===== config.mk =====
export PLATFORM = sky130hd
export DESIGN_NAME = alu_stim_driver
export DESIGN_NICKNAME = d
export VERILOG_FILES = /design/src/rtl/alu_pkg.sv /design/src/rtl/alu_ref_model.sv /design/src/rtl/alu_stim_driver.sv
export SDC_FILE = /design/constraint.sdc
export NUM_CORES = 1
export LEC_CHECK = 0
export ABC_AREA = 1
export ABC_CLOCK_PERIOD_IN_PS = 4800
export CAP_MARGIN = 40
export CORE_ASPECT_RATIO = 1.5
export CORE_MARGIN = 1.5
export CORE_UTILIZATION = 40
export DETAILED_ROUTE_END_ITERATION = 8
export SYNTH_ARGS = -nofsm -noshare
export SYNTH_HDL_FRONTEND = slang
export SYNTH_SLANG_ARGS = --single-unit

===== constraint.sdc =====
create_clock -name clock -period 4.8 [get_ports clock]
set_input_delay 1.44 -clock clock [delete_from_list [all_inputs] [get_ports clock]]
set_output_delay 1.44 -clock clock [all_outputs]
set_load 0.01 [all_outputs]

===== src/rtl/alu_pkg.sv =====
// Shared definitions for the ALU stimulus driver: opcodes, button encodings, FSM states.
package alu_pkg;

    // Opcodes understood by the target ALU
    localparam logic [5:0] OP_ADD = 6'b100000;
    localparam logic [5:0] OP_SUB = 6'b100010;
    localparam logic [5:0] OP_AND = 6'b100100;
    localparam logic [5:0] OP_OR  = 6'b100101;
    localparam logic [5:0] OP_XOR = 6'b100110;
    localparam logic [5:0] OP_NOR = 6'b100111;
    localparam logic [5:0] OP_SRA = 6'b000011;
    localparam logic [5:0] OP_SRL = 6'b000010;

    // One-hot load buttons
    localparam logic [2:0] BTN_A  = 3'b100;
    localparam logic [2:0] BTN_B  = 3'b010;
    localparam logic [2:0] BTN_OP = 3'b001;

    typedef enum logic [2:0] {
        ST_IDLE    = 3'd0,
        ST_SETUP   = 3'd1,
        ST_PULSE   = 3'd2,
        ST_HOLD    = 3'd3,
        ST_WAIT    = 3'd4,
        ST_CAPTURE = 3'd5
    } state_e;

    typedef enum logic [1:0] {
        PH_A  = 2'd0,
        PH_B  = 2'd1,
        PH_OP = 2'd2
    } phase_e;

endpackage


===== src/rtl/alu_ref_model.sv =====
// Combinational reference of the target ALU: expected result for operands and opcode.
// o_known is low for opcodes the ALU does not define.
module alu_ref_model
    import alu_pkg::*;
#(
    parameter int N_BITS = 6,
    parameter int N_LEDS = 6
) (
    input  logic [N_BITS-1:0] i_a,
    input  logic [N_BITS-1:0] i_b,
    input  logic [N_BITS-1:0] i_op,
    output logic [N_LEDS-1:0] o_expected,
    output logic              o_known
);

    logic [N_BITS-1:0] res;

    // Decode opcode and compute the ALU result; shifts by >= N_BITS fill naturally
    always_comb begin
        res     = '0;
        o_known = 1'b1;
        case (i_op)
            N_BITS'(OP_ADD): res = i_a + i_b;
            N_BITS'(OP_SUB): res = i_a - i_b;
            N_BITS'(OP_AND): res = i_a & i_b;
            N_BITS'(OP_OR):  res = i_a | i_b;
            N_BITS'(OP_XOR): res = i_a ^ i_b;
            N_BITS'(OP_NOR): res = ~(i_a | i_b);
            N_BITS'(OP_SRA): res = $unsigned($signed(i_a) >>> i_b);
            N_BITS'(OP_SRL): res = i_a >> i_b;
            default:         o_known = 1'b0;
        endcase
        o_expected = N_LEDS'(res);
    end

endmodule


===== src/rtl/alu_stim_driver.sv =====
// Replays the A / B / OP switch+button load protocol into the ALU from a parallel
// request, then captures the LED result after RESULT_LAT cycles with a valid pulse.
// Optional self-check of the captured result: define ALU_DRV_CHECK_EN.
// Handshake: a request is taken on a clock edge where i_start=1 and the FSM is idle;
// o_valid marks the single cycle in which o_result (and o_mismatch) are new.
module alu_stim_driver
    import alu_pkg::*;
#(
    parameter int N_BITS       = 6,
    parameter int N_LEDS       = 6,
    parameter int N_B          = 3,
    parameter int SETUP_CYCLES = 1,
    parameter int PULSE_CYCLES = 1,
    parameter int RESULT_LAT   = 2
) (
    input  logic              clock,
    input  logic              reset,
    input  logic              i_start,
    input  logic [N_BITS-1:0] i_data_a,
    input  logic [N_BITS-1:0] i_data_b,
    input  logic [N_BITS-1:0] i_op,
    input  logic [N_LEDS-1:0] i_led,
    output logic [N_BITS-1:0] o_sw,
    output logic [N_B-1:0]    o_buttons,
    output logic              o_busy,
    output logic [N_LEDS-1:0] o_result,
    output logic              o_valid,
    output logic              o_mismatch,
    output logic [2:0]        o_dbg_state
);

    localparam int CNT_W = 16;
    localparam logic [CNT_W-1:0] SETUP_LAST = CNT_W'(SETUP_CYCLES - 1);
    localparam logic [CNT_W-1:0] PULSE_LAST = CNT_W'(PULSE_CYCLES - 1);
    localparam logic [CNT_W-1:0] LAT_LAST   = CNT_W'(RESULT_LAT - 1);

    state_e            state_q, state_d;
    phase_e            phase_q, phase_d;
    logic [CNT_W-1:0]  cnt_q, cnt_d;
    logic [N_BITS-1:0] a_q, a_d, b_q, b_d, op_q, op_d;
    logic [N_BITS-1:0] sw_q, sw_d;
    logic [N_B-1:0]    buttons_q, buttons_d;
    logic              busy_q, busy_d;
    logic [N_LEDS-1:0] result_q, result_d;
    logic              valid_q, valid_d;
    logic              mismatch_q, mismatch_d;
    logic [N_BITS-1:0] phase_val;
    logic [N_B-1:0]    phase_btn;
    logic              chk_mismatch;

`ifdef ALU_DRV_CHECK_EN
    logic [N_LEDS-1:0] exp_led;
    logic              exp_known;

    alu_ref_model #(.N_BITS(N_BITS), .N_LEDS(N_LEDS)) u_ref (
        .i_a        (a_q),
        .i_b        (b_q),
        .i_op       (op_q),
        .o_expected (exp_led),
        .o_known    (exp_known)
    );

    // Unknown opcodes never flag a mismatch
    assign chk_mismatch = exp_known && (i_led != exp_led);
`else
    assign chk_mismatch = 1'b0;
`endif

    // Switch value and button for the operand phase currently being loaded
    always_comb begin
        phase_val = op_q;
        phase_btn = N_B'(BTN_OP);
        case (phase_q)
            PH_A: begin phase_val = a_q; phase_btn = N_B'(BTN_A); end
            PH_B: begin phase_val = b_q; phase_btn = N_B'(BTN_B); end
            default: ;
        endcase
    end

    // Next state, request latching and output values; outputs trail the state by one edge
    always_comb begin
        state_d    = state_q;
        phase_d    = phase_q;
        cnt_d      = cnt_q;
        a_d        = a_q;
        b_d        = b_q;
        op_d       = op_q;
        sw_d       = sw_q;
        buttons_d  = '0;
        busy_d     = 1'b0;
        result_d   = result_q;
        valid_d    = 1'b0;
        mismatch_d = mismatch_q;
        case (state_q)
            ST_IDLE: begin
                if (i_start) begin
                    a_d     = i_data_a;
                    b_d     = i_data_b;
                    op_d    = i_op;
                    phase_d = PH_A;
                    cnt_d   = '0;
                    state_d = ST_SETUP;
                end
            end
            ST_SETUP: begin
                sw_d   = phase_val;
                busy_d = 1'b1;
                if (cnt_q == SETUP_LAST) begin
                    cnt_d   = '0;
                    state_d = ST_PULSE;
                end else begin
                    cnt_d = cnt_q + 1'b1;
                end
            end
            ST_PULSE: begin
                sw_d      = phase_val;
                buttons_d = phase_btn;
                busy_d    = 1'b1;
                if (cnt_q == PULSE_LAST) begin
                    cnt_d   = '0;
                    state_d = ST_HOLD;
                end else begin
                    cnt_d = cnt_q + 1'b1;
                end
            end
            ST_HOLD: begin
                sw_d   = phase_val;
                busy_d = 1'b1;
                cnt_d  = '0;
                if (phase_q == PH_OP) begin
                    state_d = ST_WAIT;
                end else begin
                    phase_d = (phase_q == PH_A) ? PH_B : PH_OP;
                    state_d = ST_SETUP;
                end
            end
            ST_WAIT: begin
                sw_d   = op_q;
                busy_d = 1'b1;
                if (cnt_q == LAT_LAST) begin
                    cnt_d   = '0;
                    state_d = ST_CAPTURE;
                end else begin
                    cnt_d = cnt_q + 1'b1;
                end
            end
            ST_CAPTURE: begin
                result_d   = i_led;
                valid_d    = 1'b1;
                mismatch_d = chk_mismatch;
                state_d    = ST_IDLE;
            end
            default: state_d = ST_IDLE;
        endcase
    end

    // State and output registers; reset aborts any sequence immediately
    always_ff @(posedge clock or posedge reset) begin
        if (reset) begin
            state_q    <= ST_IDLE;
            phase_q    <= PH_A;
            cnt_q      <= '0;
            a_q        <= '0;
            b_q        <= '0;
            op_q       <= '0;
            sw_q       <= '0;
            buttons_q  <= '0;
            busy_q     <= 1'b0;
            result_q   <= '0;
            valid_q    <= 1'b0;
            mismatch_q <= 1'b0;
        end else begin
            state_q    <= state_d;
            phase_q    <= phase_d;
            cnt_q      <= cnt_d;
            a_q        <= a_d;
            b_q        <= b_d;
            op_q       <= op_d;
            sw_q       <= sw_d;
            buttons_q  <= buttons_d;
            busy_q     <= busy_d;
            result_q   <= result_d;
            valid_q    <= valid_d;
            mismatch_q <= mismatch_d;
        end
    end

    assign o_sw        = sw_q;
    assign o_buttons   = buttons_q;
    assign o_busy      = busy_q;
    assign o_result    = result_q;
    assign o_valid     = valid_q;
    assign o_mismatch  = mismatch_q;
    assign o_dbg_state = state_q;

endmodule

==> results.md, run 1 <==
* Status: finished clean
* Req. time, crit path at 3360 ps
* Min Tclk post-route at 2930 ps
* Area growth syn-to-layout at 24.6%
* Final-report hold violation count at 0
* Max-cap viol count at 0
* Critical setup path kind: register to primary output
* Number of buffers created by CTS at 5
* Most frequent cell after synthesis: nand2_1
* Remaining global-route overflow at 0
* CP max-delay cell: clkdlybuf4s50_1
* Detail-routed via count per cell at 5.10
* Worst Path Arrival at 1490 ps
* Synth area leaders: dfrtp_1, nand2_1, mux2_2
* Largest net degree at the start of global routing at 32
* Max Slew Vio Count at 0
* Crit-path leading delay family: buffers and inverters
* Global-route wire length before repair at 10600 microns
* Via count of the first global-routing pass at 2245
* Hold Path Class: register to register
* Drt initial violations at 90
* Maximum resistive drop on vdd at 0.000274 V
* Max FO, Critical Path at 6
* Number of antenna-violating nets in the routed design at 0
* Netlist cell types at 31
* Die X at 70.6 microns
* Final worst clock skew at 2.61 ps
* Number of design rule violations left after detail routing at 0
* FILL cells at 659
* Aggregate routed wire length at 6170 microns
* Post-DP HPWL at 4730 microns
* Number of cells in the finished layout apart from fillers at 447
* Unrepaired setup endpoints after global routing: no
* Number of cells after detailed placement at 439
* YS warnings at 0
* Register area at 0.00140 sq mm
* Vias at 2278
* Fmax at 342 MHz
* Proportion of synthesized flip-flops having asynchronous set or reset at 1.00
* Placer Congestion at 0.815
* Buffer depth of the longest clock path at 2
* Area of the multi-input gates at 0.00122 sq mm
* Most used DFF post-synth: dfrtp_1
* Number of diodes at 0
* Kind of start point of the critical path: register
* Fraction of layout cells with a size suffix above 1 at 0.119
* Area of the die at 0.00738 sq mm
* # port buffers at 46
* Buffers inserted by post-CTS timing repair at 0
* Total power density per cell area at 543 mW/mm^2
* CTS Hold Buffers Added at 0
* Post-Syn Area per Cell at 8.63 sq um
* Post-Syn Nets at 348
* Final setup violation count at 0
* Core Region at 0.00658 sq mm
* Top-area cell type share of the netlist area at 0.510
* Row cnt at 36
* Tightest hold margin at 481 ps
* CP max stage delay at 610 ps
* Cell chain of the critical path: clkdlybuf4s50_1
* Cell leakage power at 0.00157 uW
* Global-route total usage across every layer at 0.180
* Root Buffer Master: clkbuf_8
* TritonCTS clock tree: built
* Post-Synthesis Cell Area at 0.00275 sq mm
* Top-level I/O count at 48
* Most frequent cells after synthesis: nand2_1, dfrtp_1, nor2_1
* Source-to-sink clock delay at the later pin of the worst-skew pair at 310 ps
* Num Clock Sinks at 56
* Count of flip-flops with a built-in enable after synthesis at 0
* # resized after CTS at 0
* Final-layout setup total negative slack at 0 ps
* Element type at the critical path end: primary output
* Effective utilization at floorplan at 0.417
* Register-to-register setup slack at 3060 ps
* Die H at 104 microns
* Clock-pin transition on the worst setup and hold timing paths at 100 ps
* First drt pass iteration count at 4
* Worst slew pin tran at 548 ps
* Gate count of the mapped netlist at 318
* Antenna violations before repair at 0
* Final critical-path share of the clock period at 0.609
* Total number of nets in the final design at 400
* H-tree depth reported by CTS at 2
* Worst max-slew margin expressed relative to the limit at 0.633
* Crit path buffers/inverters at 1
* Detail-routed net length per standard cell at 13.8 microns
* Dominant cell type by area after synthesis: dfrtp_1
* Fraction of the yosys area taken by sequential cells at 0.510
* Count of state elements after synthesis at 56
cells by family after synthesis:
| kind of cell | share of synthesized area |
|---|---|
| multiplexers | 0.0574 |
| other | 0.00137 |
| AO/OA/AOI/OAI | 0.0875 |
| flip-flops | 0.510 |
| AND/OR/NAND/NOR | 0.266 |
| buffers and inverters | 0.0442 |
| XOR/XNOR | 0.0191 |
| adder cells (fa/ha/maj) | 0.0137 |
worst min-delay path, cell delays in order (launching register included):
cell and delay [ps]:
dfrtp_1 350, nand2_1 50, nand2_1 50
layout make-up:
class,count,share of cell area
clock buffer,6,0.0241
sequential,56,0.410
inverter,25,0.0274
multi-input combinational,232,0.357
clock inverter,2,0.00439
timing repair buffer,50,0.149
tap,76,0.0278
routing by layer:
metal,GRT usage,routed length (microns)
met1,0.195,2370
met2,0.337,3410
met3,0.0359,216
met5,0,0
met4,0.0660,176
flip-flops by register name, indices dropped and copies added, names as in the netlist:
register,cells
cnt_q,16
a_q,6
b_q,6
o_result,6
o_sw,6
op_q,6
o_buttons,3
o_dbg_state,3
phase_q,2
o_busy,1
o_valid,1
path summary, 6_finish.rpt:
| kind | startpoint | end | cells past startpoint |
|---|---|---|---|
| setup / recovery | o_dbg_state[1] | o_dbg_state[1] | 1 |
| hold / removal | o_result[5] | o_result[5] | 2 |
| setup reg to reg | o_dbg_state[2] | op_q[0] | 4 |
| hold reg to reg | o_result[5] | o_result[5] | 2 |
| max in group asynchronous | reset | cnt_q[4] | 4 |
| min in group asynchronous | reset | o_result[3] | 2 |
report_power, final:
group / switching, uW / leakage (uW) / total (uW) / internal, uW
Combinational: 463 / 0.000828 / 832 / 368
Sequential: 111 / 0.000701 / 751 / 640
Clock: 156 / 0.0000434 / 273 / 117
Total: 731 / 0.00157 / 1860 / 1130
cell usage in the layout, fill, tap and decap left out, types with 2 or more instances in the layout:
cell type        netlist  layout
ha_1                   3       3
mux2_2                14      14
o21bai_1               4       4
nand4_1                7       7
clkdlybuf4s50_1        0      46
dfrtp_1               56      56
nand2_4                3       3
buf_4                  1       2
xnor2_1                3       3
nor2_4                 2       2
nand2_2                2       2
inv_2                  2       3
a21oi_1               11      11
inv_1                 22      21
nor2_2                 6       6
nor2_1                42      42
nand2_1               94      94
xor2_1                 3       3
a31oi_1                2       2
o21ai_1                2       2
clkbuf_8               0       6
nand3_1               11      11
clkinvlp_4             0       2
o21ai_0               10      10
o211ai_1               6       6
per-stage QoR:
stage          utilization  worst slack [ps]  total power, uW  area [sq um]
6_report             0.520              1870             1860          3420
4_1_cts              0.520              1850             1890          3420
3_5_place_dp         0.505              1890             1610          3320
5_1_grt              0.520              1810             2010          3420
2_1_floorplan            -              1990             1260          2750
3_3_place_gp         0.500              1480             1580          3290
Power figures use the tool's default switching activity.
==> run 2, diff against run 1 <==
--- a/config.mk
+++ b/config.mk
@@ -6,7 +6,7 @@
 export NUM_CORES = 1
 export LEC_CHECK = 0
 export ABC_AREA = 1
-export ABC_CLOCK_PERIOD_IN_PS = 4800
+export ABC_CLOCK_PERIOD_IN_PS = 2760
 export CAP_MARGIN = 40
 export CORE_ASPECT_RATIO = 1.5
 export CORE_MARGIN = 1.5
==> constraint.sdc (replaced) <==
create_clock -name clock -period 2.76 [get_ports clock]
set_input_delay 0.828 -clock clock [delete_from_list [all_inputs] [get_ports clock]]
set_output_delay 0.828 -clock clock [all_outputs]
set_load 0.01 [all_outputs]
==> run 2 against run 1 <==
Net effect:
- clock skew is 3.6 ps higher
- global-route usage is 0.17 points higher
- core utilization is 0.21 points higher
- sequential share of layout area is 0.16 points lower
- clock-buffer cell count is 1 higher
- worst hold slack worse by 2.9 ps
- worst setup slack worse by 1400 ps
- largest cell class unchanged
- non-clock buffer count is 1 lower
- highest routed layer unchanged
- sequential power is 74% higher
- first-iteration DRC count is 10% higher
- combinational power is 69% higher
- design area is 0.40% higher
==> results.md, run 2 (synthesis results as in run 1) <==
* Maximum resistive drop on vdd at 0.000616 V
* Post-DP HPWL at 4550 microns
* Min Tclk post-route at 2310 ps
* Number of diodes at 0
* Hold wc startpoint: o_result[5]
* Register share of total power at 0.396
* Kind of start point of the critical path: register
* Area growth syn-to-layout at 25.1%
* Switching share of total power at 0.374
* Cell chain of the critical path: clkdlybuf4s50_1
* Global-route total usage across every layer at 0.182
* Max FO, Critical Path at 8
* Combinational group share of total power at 0.427
* Num Clock Sinks at 56
* Antenna violations before repair at 0
* Register area at 0.00140 sq mm
* Number of flip-flops under the largest register name at 16
* Final setup violation count at 0
* Final-layout setup total negative slack at 0 ps
* Die X at 70.6 microns
* Drt initial violations at 99
* R2R Path End: cnt_q[2]
* Relative contribution of the clock network to total power at 0.177
* Remaining global-route overflow at 0
* Net switching power figure at 1240 uW
* Aggregate routed wire length at 6090 microns
* Worst max-slew margin expressed relative to the limit at 0.562
* Fraction of the core area covered by cells at the end of the flow at 0.522
* Element type at the critical path end: primary output
* Hold Path Class: register to register
* Source-to-sink clock delay at the later pin of the worst-skew pair at 310 ps
* Worst Path Arrival at 1480 ps
* Area of the die at 0.00738 sq mm
* Largest Register: cnt_q
* Top-level I/O count at 48
* Number of antenna-violating nets in the routed design at 0
* Req. time, crit path at 1930 ps
* Register-to-register setup slack at 930 ps
* Global-route wire length before repair at 10900 microns
* Largest net degree at the start of global routing at 57
* Via count of the first global-routing pass at 2364
* FILL cells at 602
* Reg-to-reg startpoint: o_dbg_state[2]
* Final-report hold violation count at 0
* Top library cells by usage in the layout, fill and taps aside: nand2_1, dfrtp_1, clkdlybuf4s50_1
* Die H at 104 microns
* CP max stage delay at 610 ps
* Final critical-path share of the clock period at 0.838
* Vias at 2260
* Worst slack, placed at 334 ps
* Clock-pin transition on the worst setup and hold timing paths at 100 ps
* Fmax at 432 MHz
* Hold Path Cell Cnt at 2
* Effective utilization at floorplan at 0.417
* Number of buffers created by CTS at 5
* Root Buffer Master: clkbuf_8
* Crit path buffers/inverters at 1
* Cell internal pwr at 2070 uW
* Final worst clock skew at 6.19 ps
* Tightest hold margin at 478 ps
* Cell leakage power at 0.00158 uW
* CTS Hold Buffers Added at 0
* Detail-routed via count per cell at 5.07
* Area of the multi-input gates at 0.00122 sq mm
* Buffer depth of the longest clock path at 2
* Unrepaired setup endpoints after global routing: no
* H-tree depth reported by CTS at 2
* CP max-delay cell: clkdlybuf4s50_1
* Core Region at 0.00658 sq mm
* Max-cap viol count at 0
* Placer Congestion at 0.835
* First drt pass iteration count at 4
* Max Slew Vio Count at 0
* # resized after CTS at 0
* Standard cell area after detailed placement at 0.00331 sq mm
* TritonCTS clock tree: built
* Total power density per cell area at 962 mW/mm^2
* Number of design rule violations left after detail routing at 0
* Status: finished clean
* Worst slew pin tran at 652 ps
* Crit-path leading delay family: buffers and inverters
* Capture endpoint of the worst hold path: o_result[5]
* # port buffers at 46
* Critical setup path kind: register to primary output
* Row cnt at 36
* Final design area excluding fillers at 0.00343 sq mm
* Buffers inserted by post-CTS timing repair at 0
* Total number of nets in the final design at 399
* Fraction of layout cells with a size suffix above 1 at 0.116
* Worst reg2reg path depth at 7
* Detail-routed net length per standard cell at 13.7 microns
* Worst setup slack after layout at 448 ps
* Commonest non-fill, non-tap cell in the layout: nand2_1
==> run 2: metrics by stage <==
stage,cells,total power [uW]
floorplan,318,2190
global placement,438,2740
detailed placement,438,2760
CTS,446,3360
global route,446,3560
finish,446,3300
==> run 2: worst max path at each step <==
stage | cells after the start | from | slack (ps) | end
finish | 1 | o_dbg_state[0] | 450 | o_dbg_state[0]
detailed placement | 9 | i_start | 330 | cnt_q[2]
floorplan | 1 | reset | 560 | a_q[0]
global route | 1 | o_dbg_state[1] | 370 | o_dbg_state[1]
CTS | 1 | o_dbg_state[0] | 430 | o_dbg_state[0]
global placement | 9 | i_start | 390 | cnt_q[2]
==> run 2: final cells by class <==
class,instances,area share
clock buffer,7,0.0281
clock inverter,1,0.00874
inverter,25,0.0273
multi-input combinational,232,0.356
sequential,56,0.408
tap,76,0.0277
timing repair buffer,49,0.144
==> run 2: power groups by stage <==
stage	sequential (uW)	combinational, uW	clock [uW]
after global routing	1340	1590	635
after floorplan	1330	858	0
after CTS	1310	1440	605
after detailed placement	1330	1440	0
after global placement	1320	1420	0
final	1310	1410	585
==> run 2: worst register-to-register path: cells and delay by family (launching register included) <==
kind	cells	cell delay (ps)
AO/OA/AOI/OAI	2	650
AND/OR/NAND/NOR	3	200
buffers and inverters	2	410
flip-flops	1	480
==> run 2: per-layer routing <==
layer | GRT usage | share of wire | wire length (microns)
met3 | 0.0368 | 0.033 | 201
met4 | 0.0728 | 0.031 | 187
met2 | 0.331 | 0.53 | 3250
met1 | 0.203 | 0.40 | 2460
met5 | 0 | 0 | 0
